===== src/rtl/icache_fill_ctrl.sv =====
`default_nettype none
// ============================================================================
// Module      : icache_fill_ctrl
// Description : Flush/fill controller for the instruction-cache memory block.
//               On a flush request it takes ownership of the block's write
//               port, reads one aligned line of MEMSIZE words from main memory
//               over a req/ready bus, and writes each word at index
//               0..MEMSIZE-1. When the line is complete it releases the block
//               and publishes the line tag and a valid bit for hit detection.
// Ports       :
//   clk, reset_n        - clock (rising edge), async active-low reset
//   flush_req           - start a line fill (sampled in IDLE only)
//   flush_base          - byte address of the line (low ADDRBITS+2 bits ignored)
//   invalidate          - clear line_valid (IDLE only)
//   mem_addr/mem_rd     - memory read request, held until mem_rdy
//   mem_data/mem_rdy    - memory read data and acknowledge
//   flush_mode          - controller owns the cache memory block
//   flush_addr/flush_in - word index and data written into the block
//   flush_we            - one-cycle write strobe per word
//   busy/done           - fill in progress / one-cycle completion pulse
//   line_valid/line_tag - hit-detection state of the last completed fill
// Revision    : 1.0 - initial release
// ============================================================================
module icache_fill_ctrl #(
  parameter  int DATABITS    = 32,
  parameter  int ADDRBITS    = 5,
  parameter  int MEMADDRBITS = 32,
  localparam int MEMSIZE     = 2**ADDRBITS,
  localparam int TAGBITS     = MEMADDRBITS - ADDRBITS - 2
) (
  input  logic                   clk,
  input  logic                   reset_n,
  input  logic                   flush_req,
  input  logic [MEMADDRBITS-1:0] flush_base,
  input  logic                   invalidate,
  output logic [MEMADDRBITS-1:0] mem_addr,
  output logic                   mem_rd,
  input  logic [DATABITS-1:0]    mem_data,
  input  logic                   mem_rdy,
  output logic                   flush_mode,
  output logic [ADDRBITS-1:0]    flush_addr,
  output logic [DATABITS-1:0]    flush_in,
  output logic                   flush_we,
  output logic                   busy,
  output logic                   done,
  output logic                   line_valid,
  output logic [TAGBITS-1:0]     line_tag
);

  localparam logic [ADDRBITS-1:0] c_last_word = ADDRBITS'(MEMSIZE - 1);

  typedef enum logic [1:0] {
    S_IDLE  = 2'd0,
    S_REQ   = 2'd1,
    S_WRITE = 2'd2,
    S_DONE  = 2'd3
  } state_t;

  state_t                r_state;
  state_t                w_state_next;
  logic [ADDRBITS-1:0]   r_cnt;
  logic [TAGBITS-1:0]    r_base_tag;
  logic [ADDRBITS-1:0]   r_flush_addr;
  logic [DATABITS-1:0]   r_flush_in;
  logic                  r_line_valid;
  logic [TAGBITS-1:0]    r_line_tag;

  // Byte-offset bits of the line base are discarded on purpose: the line is
  // always fetched from its aligned start.
  logic w_unused_base_bits;
  assign w_unused_base_bits = ^flush_base[ADDRBITS+1:0];

  // --------------------------------------------------------------------------
  // State register
  // --------------------------------------------------------------------------
  always_ff @(posedge clk or negedge reset_n) begin
    if (!reset_n) begin
      r_state <= S_IDLE;
    end else begin
      r_state <= w_state_next;
    end
  end

  // --------------------------------------------------------------------------
  // Next-state logic and state-decoded outputs. Outputs are pure decodes of
  // the state register so an asynchronous reset drops them immediately.
  // --------------------------------------------------------------------------
  always_comb begin
    w_state_next = r_state;
    flush_mode   = 1'b0;
    mem_rd       = 1'b0;
    flush_we     = 1'b0;
    busy         = 1'b0;
    done         = 1'b0;
    case (r_state)
      S_IDLE: begin
        if (flush_req) begin
          w_state_next = S_REQ;
        end
      end
      S_REQ: begin
        flush_mode = 1'b1;
        busy       = 1'b1;
        mem_rd     = 1'b1;
        if (mem_rdy) begin
          w_state_next = S_WRITE;
        end
      end
      S_WRITE: begin
        flush_mode = 1'b1;
        busy       = 1'b1;
        flush_we   = 1'b1;
        if (r_cnt == c_last_word) begin
          w_state_next = S_DONE;
        end else begin
          w_state_next = S_REQ;
        end
      end
      S_DONE: begin
        done         = 1'b1;
        w_state_next = S_IDLE;
      end
      default: begin
        w_state_next = S_IDLE;
      end
    endcase
  end

  // --------------------------------------------------------------------------
  // Datapath: word counter, line base, write data and line status
  // --------------------------------------------------------------------------
  always_ff @(posedge clk or negedge reset_n) begin
    if (!reset_n) begin
      r_cnt        <= '0;
      r_base_tag   <= '0;
      r_flush_addr <= '0;
      r_flush_in   <= '0;
      r_line_valid <= 1'b0;
      r_line_tag   <= '0;
    end else begin
      case (r_state)
        S_IDLE: begin
          // A request takes priority over invalidate; both clear line_valid.
          if (flush_req) begin
            r_base_tag   <= flush_base[MEMADDRBITS-1:ADDRBITS+2];
            r_cnt        <= '0;
            r_line_valid <= 1'b0;
          end else if (invalidate) begin
            r_line_valid <= 1'b0;
          end
        end
        S_REQ: begin
          if (mem_rdy) begin
            r_flush_in   <= mem_data;
            r_flush_addr <= r_cnt;
          end
        end
        S_WRITE: begin
          if (r_cnt != c_last_word) begin
            r_cnt <= r_cnt + 1'b1;
          end
        end
        S_DONE: begin
          r_line_valid <= 1'b1;
          r_line_tag   <= r_base_tag;
        end
        default: begin
        end
      endcase
    end
  end

  // The base is line-aligned, so base + 4*cnt is a plain concatenation and
  // can never carry out of the line.
  assign mem_addr   = {r_base_tag, r_cnt, 2'b00};
  assign flush_addr = r_flush_addr;
  assign flush_in   = r_flush_in;
  assign line_valid = r_line_valid;
  assign line_tag   = r_line_tag;

endmodule
`default_nettype wire


===== config.mk =====
export PLATFORM = sky130hd
export DESIGN_NAME = icache_fill_ctrl
export DESIGN_NICKNAME = d
export VERILOG_FILES = /design/src/rtl/icache_fill_ctrl.sv
export SDC_FILE = /design/constraint.sdc
export NUM_CORES = 1
export LEC_CHECK = 0
export CAP_MARGIN = 5
export CORE_ASPECT_RATIO = 0.7
export CORE_MARGIN = 2
export CORE_UTILIZATION = 38
export CTS_CLUSTER_DIAMETER = 120
export DETAILED_ROUTE_END_ITERATION = 12
export MAX_ROUTING_LAYER = met4
export PLACE_DENSITY = 0.85
export SYNTH_ARGS = -nofsm -noshare
export SYNTH_HDL_FRONTEND = slang
export SYNTH_SLANG_ARGS = --single-unit

===== constraint.sdc =====
create_clock -name clk -period 1.4 [get_ports clk]
set_input_delay 0.42 -clock clk [delete_from_list [all_inputs] [get_ports clk]]
set_output_delay 0.42 -clock clk [all_outputs]
set_load 0.03 [all_outputs]

==> flow_metrics.env <==
export IMPL_hp_class="flip-flop to flip-flop"
export IMPL_pin_count=169
export IMPL_startpoint_type="flip-flop"
export IMPL_fin_cells=594
export IMPL_synth_edf_count=0
export IMPL_die_w_um=125.2
export IMPL_numCtsBuffers=9
export IMPL_status="finished, violations left"
export IMPL_max_stage_delay_ns=0.45
export IMPL_cp_required_ns=0.98
export IMPL_syn_mean_instance_area_um2=15.51
export IMPL_post_dp_cell_area_um2=5652
export IMPL_drtPass1Iterations=4
export IMPL_dominantRegCellSynth="dfrtp_1"
export IMPL_arrival_ns=1.25
export IMPL_drive_gt1_share_pct=61.16
export IMPL_num_rows=30
export IMPL_cts_buffer_depth=2
export IMPL_grt_ovfl_total=0
export IMPL_antenna_found_initial=0
export IMPL_timing_reg2reg_setup_slack_ns=-0.24
export IMPL_finalMaxSlewViolations=0
export IMPL_synthArstFlopShare_pct=100.0
export IMPL_remaining_drc_errors=0
export IMPL_setup_slack_ns=-0.2688
export IMPL_cpLargestDelayFamily="flip-flops"
export IMPL_initialDrtViolationCount=70
export IMPL_crit_path_max_fanout=3
export IMPL_syn_inst=252
export IMPL_clock_latency_ns=0.33
export IMPL_detail_route_antenna_nets=0
export IMPL_post_dp_hpwl_um=6715
export IMPL_cts_tree="done"
export IMPL_violations="negative setup slack"
export IMPL_synthDominantCellAreaShare_pct=60.84
export IMPL_grt_pass1_vias=2987
export IMPL_antenna_diode_count=0
export IMPL_cap_viol_max_count=0
export IMPL_fin_skew_ns=0.006691
export IMPL_yosysWarningCount=0
export IMPL_track_usage_pct=19.29
export IMPL_critPathCapture="flush_we"
export IMPL_netlist_area_um2=3907
export IMPL_syn_to_final_growth_pct=69.13
export IMPL_synth_top_area_cell="dfrtp_1"
export IMPL_crit_start="r_state[0]"
export IMPL_htreeDepth=3
export IMPL_num_nets_final=537
export IMPL_wl_um=10940
export IMPL_vias=2882
export IMPL_via_per_inst=4.852
export IMPL_p_per_area_nw_per_um2=2803
export IMPL_r2r_start="r_state[0]"
export IMPL_slowest_stage="dfrtp_2"
export IMPL_min_period_ns=1.669
export IMPL_worst_path_stages=4
export IMPL_ir_drop_uv=1716
export IMPL_place_gp_congestion=0.8049
export IMPL_core_area_um2=9834
export IMPL_worstPathCellList="inv_4 > buf_12 > ha_4 > buf_6"
export IMPL_cts_root_buf="clkbuf_16"
export IMPL_hold_violations=0
export IMPL_portBuffers=159
export IMPL_postLayoutCoreUtil_pct=67.20
export IMPL_grt_max_degree=33
export IMPL_reg2reg_to="flush_in[2]"
export IMPL_setup_viol=94
export IMPL_clock_sinks=95
export IMPL_fin_area_um2=6609
export IMPL_rsz0062_at_grt="yes"
export IMPL_hp_start="flush_addr[3]"
export IMPL_clkTransAtPathRegs_ns=0.07
export IMPL_wire_per_inst_um=18.42
export IMPL_synth_area_top_cells="dfrtp_1 (61%), mux2_2 (19%), mux2_4 (7.7%)"
export IMPL_grt_pass1_wl_um=15960
export IMPL_max_freq_ghz=0.5992
export IMPL_dp_cells=547
export IMPL_critPathCaptureType="output port"
export IMPL_p_leak_nw=3.049
export IMPL_cp_num_buf_inv=3
export IMPL_period_share_pct=119.2
export IMPL_die_area_um2=11120
export IMPL_critPathKind="flip-flop to output port"
export IMPL_reg2regPathDepth=5
export IMPL_ys_ff_latch=95
export IMPL_initial_utilization_pct=39.73
export IMPL_yosysSeqAreaShare_pct=60.84
export IMPL_netlist_cell_type_count=32
export IMPL_die_y_um=88.84
[cell families (layout without fill, tap and decap cells)]
| logic type | count (synthesis) | count (layout) | synth area share (%) |
|---|---|---|---|
| DFF | 95 | 95 | 60.84 |
| AOI/OAI and AO/OA | 17 | 17 | 3.010 |
| and+or+nand+nor | 27 | 30 | 3.683 |
| adders and majority gates | 7 | 7 | 2.241 |
| buffers and inverters | 17 | 227 | 2.914 |
| muxes | 88 | 88 | 27.22 |
| other | 1 | 2 | 0.09597 |
[metrics by stage]
step	hold slack (ns)	total power, mW	setup slack, ns	setup TNS [ns]
2_1_floorplan	0.1244	10.78	-0.1220	-3.203
3_3_place_gp	0.3145	13.90	-0.3510	-19.95
3_5_place_dp	0.3210	14.17	-0.3740	-21.02
4_1_cts	0.4979	17.89	-0.2532	-7.108
5_1_grt	0.5137	19.36	-0.3030	-12.04
6_report	0.5005	18.53	-0.2688	-8.165
[timing repair]
item                                    in CTS  in global routing
hold buffers                                 1                  0
endpoints found under the setup margin      70                 98
gates cloned                                 5                  3
pin swaps                                   12                  6
hold endpoints to repair                    14                  0
setup buffers                               19                  4
resized for setup                           34                 29
[report_power, final]
| part | internal [mW] | switching (mW) | leakage [nW] |
|---|---|---|---|
| sequential | 4.14 | 0.890 | 1.13 |
| combinational | 5.29 | 5.52 | 1.76 |
| clock | 1.59 | 1.09 | 0.155 |
[state kept, by name (all words and copies together) (netlist names)]
signal	cells
line_tag	25
r_state	2
flush_addr	5
r_cnt	5
r_base_tag	25
line_valid	1
flush_in	32
[placed cells by master, fill, tap and decap left out, types with 3 or more instances in the layout]
cell type / count
nor2b_4: 3
ha_4: 6
buf_4: 104
nand2_1: 5
dfrtp_2: 5
clkbuf_16: 11
mux2_2: 65
clkdlybuf4s50_1: 60
buf_12: 9
nor2_1: 4
buf_6: 27
nand2_8: 4
dfrtp_1: 90
buf_8: 3
mux2_4: 21
[how the worst min path moves through the flow]
| stage | end | depth (start not counted) |
|---|---|---|
| final | flush_addr[3] | 2 |
| after global routing | line_tag[12] | 2 |
| after CTS | line_tag[12] | 2 |
| after detailed placement | line_tag[12] | 1 |
| after global placement | line_tag[12] | 1 |
| after floorplan | flush_addr[0] | 0 |
[cells in the mapped netlist, types with 2 or more instances]
cell      number
dfrtp_1       95
mux2_2        65
mux2_4        20
buf_2          7
ha_1           7
nand2_1        7
nor2b_1        5
a21oi_1        4
buf_6          4
nor2_1         4
o21ai_0        4
buf_4          3
inv_1          3
nand2b_1       3
a22o_1         2
a31oi_1        2
mux2i_1        2
[tightest hold or removal path, cell delays in order, from the launching register on]
cell and delay, ns:
dfrtp_1 0.35, nand2_1 0.05, o21ai_0 0.06
[per-layer routing]
metal | vias up | share of wire (%) | track usage [%]
met1 | 1446 | 44 | 24.42
met5 | - | 0 | -
met3 | 15 | 6.5 | 5.744
met4 | 0 | 1.5 | 6.263
li1 | 1314 | - | -
met2 | 107 | 48 | 30.19
[layout make-up]
cell class | instances | area [µm²]
Clock inverter | 7 | 103.9
Timing Repair Buffer | 208 | 2031
Clock buffer | 9 | 225.2
Sequential cell | 95 | 2384
Tap cell | 128 | 160.2
Inverter | 3 | 16.27
Fill cell | 672 | 3226
Multi-Input combinational cell | 144 | 1689
Power figures use the tool's default switching activity.
